==> src/rtl/kuz_round_engine.sv <==
// kuz_round_engine: iterative Kuznyechik (GOST R 34.12-2015) block engine.
// Runs all ten rounds on one 128-bit state register. The linear layer is
// unrolled LSTEPS R-steps per cycle. Valid/ready handshakes on input and output.
// Optional macro KUZ_DECRYPT_EN compiles in the decrypt path (DX/LINV/SXI,
// inverse S table, R^-1 datapath); without it every block is encrypted.
module kuz_round_engine #(
    parameter int unsigned LSTEPS = 1
) (
    input  logic          clk,
    input  logic          rst,
    input  logic          in_valid_i,
    output logic          in_ready_o,
    input  logic          mode_i,
    input  logic [127:0]  data_i,
    input  logic [1279:0] keys_i,
    output logic          out_valid_o,
    input  logic          out_ready_i,
    output logic [127:0]  data_o
);

    if (!(LSTEPS == 1 || LSTEPS == 2 || LSTEPS == 4 || LSTEPS == 8 || LSTEPS == 16)) begin : g_bad_lsteps
        $error("kuz_round_engine: LSTEPS must be 1, 2, 4, 8 or 16");
    end

    localparam int unsigned N        = 16 / LSTEPS;
    localparam logic [3:0]  CNT_LAST = 4'(N - 1);

    // l-function coefficients, byte [127:120] multiplies a15
    localparam logic [127:0] LCOEF = 128'h94_20_85_10_C2_C0_01_FB_01_C0_C2_10_85_20_94_01;

    localparam logic [7:0] PI [256] = '{
        252, 238, 221,  17, 207, 110,  49,  22, 251, 196, 250, 218,  35, 197,   4,  77,
        233, 119, 240, 219, 147,  46, 153, 186,  23,  54, 241, 187,  20, 205,  95, 193,
        249,  24, 101,  90, 226,  92, 239,  33, 129,  28,  60,  66, 139,   1, 142,  79,
          5, 132,   2, 174, 227, 106, 143, 160,   6,  11, 237, 152, 127, 212, 211,  31,
        235,  52,  44,  81, 234, 200,  72, 171, 242,  42, 104, 162, 253,  58, 206, 204,
        181, 112,  14,  86,   8,  12, 118,  18, 191, 114,  19,  71, 156, 183,  93, 135,
         21, 161, 150,  41,  16, 123, 154, 199, 243, 145, 120, 111, 157, 158, 178, 177,
         50, 117,  25,  61, 255,  53, 138, 126, 109,  84, 198, 128, 195, 189,  13,  87,
        223, 245,  36, 169,  62, 168,  67, 201, 215, 121, 214, 246, 124,  34, 185,   3,
        224,  15, 236, 222, 122, 148, 176, 188, 220, 232,  40,  80,  78,  51,  10,  74,
        167, 151,  96, 115,  30,   0,  98,  68,  26, 184,  56, 130, 100, 159,  38,  65,
        173,  69,  70, 146,  39,  94,  85,  47, 140, 163, 165, 125, 105, 213, 149,  59,
          7,  88, 179,  64, 134, 172,  29, 247,  48,  55, 107, 228, 136, 217, 231, 137,
        225,  27, 131,  73,  76,  63, 248, 254, 141,  83, 170, 144, 202, 216, 133,  97,
         32, 113, 103, 164,  45,  43,   9,  91, 203, 155,  37, 208, 190, 229, 108,  82,
         89, 166, 116, 210, 230, 244, 180, 192, 209, 102, 175, 194,  57,  75,  99, 182
    };

`ifdef KUZ_DECRYPT_EN
    typedef enum logic [2:0] {IDLE, SX, LIN, FIN, DONE, DX, LINV, SXI} state_t;
`else
    typedef enum logic [2:0] {IDLE, SX, LIN, FIN, DONE} state_t;
`endif

    state_t        state_q, state_d;
    logic [127:0]  st_q, st_d;
    logic [3:0]    rnd_q, rnd_d;
    logic [3:0]    cnt_q, cnt_d;

    // GF(2^8) multiply, reduction polynomial x^8+x^7+x^6+x+1
    function automatic logic [7:0] gf_mul(input logic [7:0] a, input logic [7:0] b);
        logic [7:0] p;
        logic [7:0] x;
        p = '0;
        x = a;
        for (int unsigned i = 0; i < 8; i++) begin
            if (b[i]) p = p ^ x;
            x = x[7] ? ({x[6:0], 1'b0} ^ 8'hC3) : {x[6:0], 1'b0};
        end
        return p;
    endfunction

    function automatic logic [7:0] l_fn(input logic [127:0] a);
        logic [7:0] acc;
        acc = '0;
        for (int unsigned i = 0; i < 16; i++)
            acc = acc ^ gf_mul(a[8*i +: 8], LCOEF[8*i +: 8]);
        return acc;
    endfunction

    function automatic logic [127:0] s_fwd(input logic [127:0] a);
        logic [127:0] r;
        r = '0;
        for (int unsigned i = 0; i < 16; i++)
            r[8*i +: 8] = PI[a[8*i +: 8]];
        return r;
    endfunction

    function automatic logic [127:0] lin_fwd(input logic [127:0] a);
        logic [127:0] t;
        t = a;
        for (int unsigned i = 0; i < LSTEPS; i++)
            t = {l_fn(t), t[127:8]};
        return t;
    endfunction

`ifdef KUZ_DECRYPT_EN
    function automatic logic [2047:0] build_pi_inv();
        logic [2047:0] t;
        t = '0;
        for (int unsigned i = 0; i < 256; i++)
            t[{PI[i], 3'd0} +: 8] = 8'(i);
        return t;
    endfunction

    localparam logic [2047:0] PI_INV = build_pi_inv();

    function automatic logic [127:0] s_inv(input logic [127:0] a);
        logic [127:0] r;
        r = '0;
        for (int unsigned i = 0; i < 16; i++)
            r[8*i +: 8] = PI_INV[{a[8*i +: 8], 3'd0} +: 8];
        return r;
    endfunction

    // R^-1: shift up one byte, new a0 = l(a14..a0, a15)
    function automatic logic [127:0] lin_inv(input logic [127:0] a);
        logic [127:0] t;
        t = a;
        for (int unsigned i = 0; i < LSTEPS; i++)
            t = {t[119:0], l_fn({t[119:0], t[127:120]})};
        return t;
    endfunction
`else
    logic mode_unused;
    assign mode_unused = mode_i;
`endif

    // next-state and datapath for the round sequencer
    always_comb begin
        state_d = state_q;
        st_d    = st_q;
        rnd_d   = rnd_q;
        cnt_d   = cnt_q;
        case (state_q)
            IDLE: begin
                if (in_valid_i) begin
                    st_d  = data_i;
                    rnd_d = '0;
                    cnt_d = '0;
`ifdef KUZ_DECRYPT_EN
                    state_d = mode_i ? DX : SX;
`else
                    state_d = SX;
`endif
                end
            end
            SX: begin
                st_d    = s_fwd(st_q ^ keys_i[{rnd_q, 7'd0} +: 128]);
                state_d = LIN;
            end
            LIN: begin
                st_d = lin_fwd(st_q);
                if (cnt_q == CNT_LAST) begin
                    cnt_d   = '0;
                    rnd_d   = rnd_q + 4'd1;
                    state_d = (rnd_q == 4'd8) ? FIN : SX;
                end else begin
                    cnt_d = cnt_q + 4'd1;
                end
            end
            FIN: begin
                st_d    = st_q ^ keys_i[1279:1152];
                state_d = DONE;
            end
            DONE: begin
                if (out_ready_i) state_d = IDLE;
            end
`ifdef KUZ_DECRYPT_EN
            DX: begin
                st_d    = st_q ^ keys_i[1279:1152];
                rnd_d   = 4'd9;
                state_d = LINV;
            end
            LINV: begin
                st_d = lin_inv(st_q);
                if (cnt_q == CNT_LAST) begin
                    cnt_d   = '0;
                    state_d = SXI;
                end else begin
                    cnt_d = cnt_q + 4'd1;
                end
            end
            SXI: begin
                st_d    = s_inv(st_q) ^ keys_i[{rnd_q - 4'd1, 7'd0} +: 128];
                rnd_d   = rnd_q - 4'd1;
                state_d = (rnd_q == 4'd1) ? DONE : LINV;
            end
`endif
            default: state_d = IDLE;
        endcase
    end

    // state and datapath registers
    always_ff @(posedge clk or posedge rst) begin
        if (rst) begin
            state_q <= IDLE;
            st_q    <= '0;
            rnd_q   <= '0;
            cnt_q   <= '0;
        end else begin
            state_q <= state_d;
            st_q    <= st_d;
            rnd_q   <= rnd_d;
            cnt_q   <= cnt_d;
        end
    end

    assign in_ready_o  = (state_q == IDLE);
    assign out_valid_o = (state_q == DONE);
    assign data_o      = st_q;

endmodule

==> config.mk <==
export PLATFORM = sky130hd
export DESIGN_NAME = kuz_round_engine
export DESIGN_NICKNAME = d
export VERILOG_FILES = /design/src/rtl/kuz_round_engine.sv
export SDC_FILE = /design/constraint.sdc
export NUM_CORES = 2
export LEC_CHECK = 0
export CORE_AREA = 4 4 598 600
export CTS_BUF_LIST = sky130_fd_sc_hd__clkbuf_16
export DETAILED_ROUTE_END_ITERATION = 6
export DIE_AREA = 0 0 602 604
export HOLD_SLACK_MARGIN = 0.05
export PLACE_DENSITY_LB_ADDON = 0.1
export SETUP_SLACK_MARGIN = 0.4
export SYNTH_ARGS = -nofsm -noshare
export SYNTH_HDL_FRONTEND = slang
export SYNTH_SLANG_ARGS = --single-unit
==> constraint.sdc <==
create_clock -name clk -period 5.75 [get_ports clk]
set_input_delay 1.15 -clock clk [delete_from_list [all_inputs] [get_ports clk]]
set_output_delay 1.15 -clock clk [all_outputs]
set_load 0.02 [all_outputs]
==> After elaboration in Yosys (flattened, before gate mapping) <==
Memories as Yosys holds them, arrays and structs flattened.
Cells that the tools add are included.
{ "word_totals": {"n_memories": 16, "elab_cells": 350, "inputBits": 1413, "mem_bits_ro": 32768, "ff_bits": 139} }
{ "classes": {"bitwise": 134, "eq_ne": 9, "muxes": 161, "n_addsub": 2, "n_lt_le_gt_ge": 16, "n_reduce_logical": 7, "shift": 1} }
{ "memory_table": {"columns": ["name", "words", "word_bits", "read_ports", "rd_ports_with_merged_regs", "write_ports", "line", "text"], "rows": [
  ["(no name shown)", 256, 8, 1, 0, 0, "86", "r[8*i +: 8] = PI[a[8*i +: 8]];"],
  ["(no name shown)", 256, 8, 1, 0, 0, "86", null],
  ["(no name shown)", 256, 8, 1, 0, 0, "86", null],
  ["(no name shown)", 256, 8, 1, 0, 0, "86", null],
  ["(no name shown)", 256, 8, 1, 0, 0, "86", null],
  ["(no name shown)", 256, 8, 1, 0, 0, "86", null],
  ["+10 memories", null, null, null, null, null, null, null]
]} }
{ "ops": {"columns": ["op", "count"], "rows": [
  ["1280-bit by 12-bit variable part select with 128-bit output", 1],
  ["8-bit 2-to-1 mux", 149],
  ["128-bit one-hot mux with 4 select lines", 1],
  ["4-bit NOT", 81],
  ["8-bit bitwise XOR", 35],
  ["128-bit bitwise XOR", 2],
  ["9-bit greater-or-equal comparator (second input constant)", 16],
  ["8-bit NOT with 9-bit output", 16],
  ["128-bit 2-to-1 mux", 1],
  ["4-bit one-hot mux with 2 select lines", 2],
  ["3-bit one-hot mux with 5 select lines", 1],
  ["4-bit 2-to-1 mux", 3],
  ["3-bit 2-to-1 mux", 3],
  ["4-bit by 1-bit adder with 4-bit output (second input constant)", 2],
  ["4-bit == test (second input constant)", 2],
  ["3-bit by 2-bit == test with 1-bit output (second input constant)", 2],
  ["3-bit AND reduction", 2],
  ["2-bit inequality test (second input constant)", 2],
  ["2-bit AND reduction", 2],
  ["4-bit nonzero test", 1],
  ["3-bit by 1-bit == test with 1-bit output (second input constant)", 1],
  ["3-bit == test (second input constant)", 1],
  ["3-bit logical NOT", 1],
  ["2-bit 2-to-1 mux", 1],
  ["other kinds (2)", 2]
]} }

==> Longest topological paths before layout <==
{ "logic_depth": {"word_depth": 32, "ltp_mapped": 24} }

==> Least setup slack after synthesis <==
No wires, ideal clock.
{ "synth_path": {"path_kind": "input -> register", "start": "in keys_i[729]", "end": "reg st_q[89], in the netlist data_o[89]", "slack_ns": 1.314, "required_ns": 5.624, "path_stages": 14, "n_path_buf": 2, "arrival_ns": 4.310, "setup_ns": 0.126, "cell_sequence": "mux4_2 -> mux2i_1 -> o22ai_1 -> xor2_2 -> inv_2 -> clkbuf_1 -> ha_1 -> clkbuf_1 -> mux2i_1 -> nand2_1 -> a21oi_1 -> a311o_1 -> a311o_1 -> a221o_1"} }
{ "synth_via": {"elab_chain_cells": 7} }
{ "synth_rtl": {"columns": ["item", "line", "text"], "rows": [
  ["from (decl)", "15", "input logic [1279:0] keys_i,"],
  ["1280-bit by 12-bit variable part select with 128-bit output", "150", "st_d = s_fwd(st_q ^ keys_i[{rnd_q, 7'd0} +: 128]);"],
  ["128-bit bitwise XOR", "150", null],
  ["8-bit NOT with 9-bit output (implied by the code)", "86", null],
  ["memory read 256 x 8 bit", null, null],
  ["8-bit 2-to-1 mux (implied by the code) (2 in a row)", "86", null],
  ["128-bit one-hot mux with 4 select lines", "136", "case (state_q)"],
  ["to (signal assigned)", "204", "st_q <= st_d;"],
  ["to (decl)", "57", "logic [127:0] st_q, st_d;"]
]} }
No other way between the ends. The select of a mux whose other input is x is not followed.
A chain may end at the register's enable or synchronous reset.

==> Worst setup path after layout <==
{ "layout_path": {"start": "reg rnd_q[0]", "end": "reg st_q[75], in the netlist data_o[75]"} }
{ "layout_via": {"elab_chain_cells": 7} }
{ "layout_rtl": {"columns": ["item", "line", "text"], "rows": [
  ["from (decl)", "58", "logic [3:0] rnd_q, rnd_d;"],
  ["from (signal assigned)", "205", "rnd_q <= rnd_d;"],
  ["1280-bit by 12-bit variable part select with 128-bit output", "150", null],
  ["128-bit bitwise XOR", "150", null],
  ["8-bit NOT with 9-bit output (implied by the code)", "86", null],
  ["memory read 256 x 8 bit", null, null],
  ["8-bit 2-to-1 mux (implied by the code) (2 in a row)", "86", null],
  ["128-bit one-hot mux with 4 select lines", "136", null]
]} }
No other way between the ends. The select of a mux whose other input is x is not followed.

==> run_results.csv <==
group,metric,value,unit
run_status,status,"complete, but fails checks",
run_status,violations,"design-rule violations",
hold_path,min_path_cells,1,
logic_synthesis,synth_flop_cell,"dfrtp_1",
logic_synthesis,synth_commonest_cells,"nand2_1 (1246), nor2_1 (1167), a21oi_1 (901)",
clock_network,numCtsBuffers,25,
routing,wirelength,828000,um
pwr,p_int,0.0418,W
logic_synthesis,synth_cells,11523,
sta,worst_pin_slew,1.34,ns
placed_design,io_buffers,1541,
global_route,antenna_found_initial,211,
floorplan,die_h,604,um
worst_setup_path,r2r_cells,16,
sta,hold_viol_final,0,
clock_network,cts.sinks,139,
clock_network,clkTransAtPathRegs,0.08,ns
routing,vias,123341,
worst_setup_path,crit_chain,"buf_12, buf_12, buf_4, mux2i_1, a22oi_1, a31oi_4, buf_4, xnor2_1, inv_1, ha_1, o22ai_1, a2111oi_0, buf_4, nor4_1, o21ai_0, a311oi_1",
clock_network,cts_buffer_depth,3,
floorplan,coreArea,352000,um2
floorplan,start_util,21.8,%
sta,slew_violations,0,
pwr,power_frac_clock,1.4,%
final_layout,num-fill-cells,38465,
logic_synthesis,synthArstFlopShare,100,%
worst_setup_path,cpMaxStageDelayCell,"ha_1",
sta,fin_crit_sh,94.6,%
pwr,leakage,42.7,nW
flow_run,max_cap_violations,0,
logic_synthesis,syn_area,76700,um2
worst_setup_path,critPathMaxStageDelay,0.57,ns
sta,skew,0.0341,ns
global_route,grt_use_total,42.9,%
logic_synthesis,yosysMostFrequentCell,"nand2_1",
logic_synthesis,yosys.area.top_type,"mux2i_1",
pwr,pwr-share-comb,95.2,%
routing,drt_first_pass_iters,7,
logic_synthesis,yosys-top-cells-area,"mux2i_1 (7.7%), nand2_1 (6.1%), a21oi_1 (5.9%)",
worst_setup_path,cp.arrival,5.93,ns
worst_setup_path,crit_top_cell,"buf_4",
worst_setup_path,cp-start-kind,"flip-flop",
worst_setup_path,worst-path-stages,16,
floorplan,die_w,602,um
sta,grt_setup_unrepaired,"true",
logic_synthesis,synth.net_count,13131,
final_layout,area_growth,51.7,%
clock_network,cts_tree,"built",
sta,setup_viol,0,
pwr,swShare,62.4,%
worst_setup_path,critical_path_buf_inv_count,6,
worst_setup_path,rrSetupSlack,0.31,ns
placed_design,placed_area,115000,um2
global_route,grt_overflow,0,
hold_path,holdCritPathClass,"flip-flop to flip-flop",
worst_setup_path,cp.required,6.24,ns
sta,fmax,0.184,GHz
placed_design,hpwl,671000,um
routing,drt.antenna.violating_nets,0,
pwr,seqPwrFrac,3.3,%
routing,drc_errors,2,
logic_synthesis,yosys.cell_types.count,117,
routing,first_iter_violations,19630,
pwr,p_sw,0.0693,W
final_layout,multi_input_area,67300,um2
logic_synthesis,synth_top_area_share,7.72,%
clock_network,clkLatencyLatePin,0.65,ns
sta,relSlewSlack,10.0,%
final_layout,fin_nets,16048,
pwr,ir_drop,1450,uV
placed_design,place_congestion,1.11,
routing,wire_per_inst,42.9,um
global_route,grt_pass1_vias,116573,
sta,setup_ws,0.310,ns
worst_setup_path,setup.worst_path.class,"flip-flop to flip-flop",
clock_network,htreeDepth,4,
placed_design,dp_slack,-0.318,ns
global_route,grt_max_degree,82,
worst_setup_path,crit_fanout,11,
worst_setup_path,end_kind,"flip-flop",
floorplan,io_pins,1543,
floorplan,rows,218,
logic_synthesis,synth_edf_count,0,
logic_synthesis,ys_seq_elements,139,
sta,layout_min_cycle_time,5.44,ns
routing,vias_per_cell,6.39,
pwr,power_density,955,nW/um2
clock_network,cts-hold-fix-buffers,0,
final_layout,drive_gt1_share,22.7,%
final_layout,seqCellArea,3500,um2
logic_synthesis,synth-seq-area-share,4.53,%
clock_network,clockRootBuffer,"clkbuf_16",
final_layout,final_area,116000,um2
floorplan,dieArea,364000,um2
global_route,grt_pass1_wl,1090000,um
logic_synthesis,ys_warn_count,0,
worst_setup_path,critPathTopFamily,"compound AO/OA/AOI/OAI gates",
logic_synthesis,syn_avg_cell_area,6.66,um2
## final cells by class
class                   count  share of cell area, %
multi-input cells        9882                   57.8
repair buffers           4273                   32.8
well taps                4730                   5.09
flip-flops and latches    139                   3.01
clock buffers              25                  0.538
inverters                 119                  0.397
diodes                    136                  0.293
clock inverters             7                 0.0462
## worst reg2reg max path: stages (launching register included)
cell	delay, ns
dfrtp_4	0.43
buf_12	0.17
buf_12	0.28
buf_4	0.27
mux2i_1	0.55
a22oi_1	0.27
a31oi_4	0.47
buf_4	0.28
xnor2_1	0.19
inv_1	0.27
ha_1	0.57
o22ai_1	0.18
a2111oi_0	0.53
buf_4	0.22
nor4_1	0.05
o21ai_0	0.41
a311oi_1	0.17
## repair_timing
action	4_1_cts	5_1_grt
buffers inserted	10	3
setup endpoints to repair	73	24
resized for setup	10	25
## routing by layer
layer,GRT usage [%],share of wire [%]
met1,52.6,38
met2,63.6,42
met3,12.2,11
met4,31.8,9.0
met5,0,0.097
## flip-flops by register name, indices dropped and copies added (netlist names)
register  count
cnt_q         4
data_o      128
rnd_q         4
state_q       3
## placed cells by master (no fill, tap or decap), types with 58 or more instances in the layout
master | netlist | layout
nand3_1 | 423 | 420
mux2i_1 | 592 | 582
xor2_1 | 124 | 107
o2111ai_1 | 80 | 79
a211oi_1 | 232 | 231
mux4_2 | 114 | 114
a32oi_1 | 68 | 68
buf_12 | 7 | 178
diode_2 | 0 | 136
buf_4 | 76 | 2552
o311ai_0 | 150 | 149
a311oi_1 | 198 | 197
xnor2_1 | 366 | 332
nand2b_1 | 68 | 67
o32ai_1 | 61 | 61
o221ai_1 | 121 | 121
a21oi_1 | 901 | 901
nand4_1 | 83 | 83
a2111oi_0 | 89 | 87
dfrtp_1 | 139 | 131
ha_1 | 195 | 193
a22oi_1 | 174 | 169
inv_1 | 83 | 79
o211ai_1 | 277 | 277
nor3_1 | 317 | 316
nand2_1 | 1246 | 1244
a31oi_1 | 335 | 331
nor4_1 | 64 | 64
a221oi_1 | 139 | 138
o31ai_1 | 105 | 105
or3_1 | 108 | 108
nor2_1 | 1167 | 1162
o22ai_1 | 145 | 145
o21a_1 | 58 | 58
o21ai_0 | 872 | 869
clkdlybuf4s50_1 | 0 | 1540
## metrics by stage
stage / std cells / utilization (%) / total power (W) / hold slack, ns / setup TNS [ns]
after global routing: 19285 / 33.0 / 0.114 / 0.507 / 0
after CTS: 19172 / 32.9 / 0.107 / 0.491 / 0
after floorplan: 11523 / - / 0.0537 / 0.451 / 0
after global placement: 19130 / 32.7 / 0.107 / 0.484 / -3.29
final: 19311 / 33.0 / 0.111 / 0.491 / 0
after detailed placement: 19130 / 32.7 / 0.105 / 0.477 / -2.28
## cell families (layout without fill, tap and decap cells)
logic type	Yosys count	in the layout	synth area share, %
AO/OA/AOI/OAI	4629	4629	41.9
XOR/XNOR	588	588	7.83
adder cells (fa/ha/maj)	196	196	3.19
buffers and inverters	1502	4424	9.47
flip-flops	139	139	4.53
multiplexers	734	734	11.5
other	0	136	0
AND/OR/NAND/NOR	3735	3735	21.6
## path summary, 6_finish.rpt
path	to	start
max in group asynchronous	rnd_q[3]	rst
max reg2reg	data_o[75]	rnd_q[0]
max	data_o[75]	rnd_q[0]
min in group asynchronous	data_o[12]	rst
min reg2reg	cnt_q[3]	cnt_q[3]
min	cnt_q[3]	cnt_q[3]
## power by group through the flow
stage / clock, W / combinational (W) / sequential [W]
after floorplan: 0 / 0.0512 / 0.00251
final: 0.00160 / 0.106 / 0.00372
after global placement: 0 / 0.103 / 0.00364
after CTS: 0.00163 / 0.101 / 0.00365
after global routing: 0.00164 / 0.109 / 0.00369
after detailed placement: 0 / 0.101 / 0.00366
No activity file was read; power rests on OpenSTA's default activity.
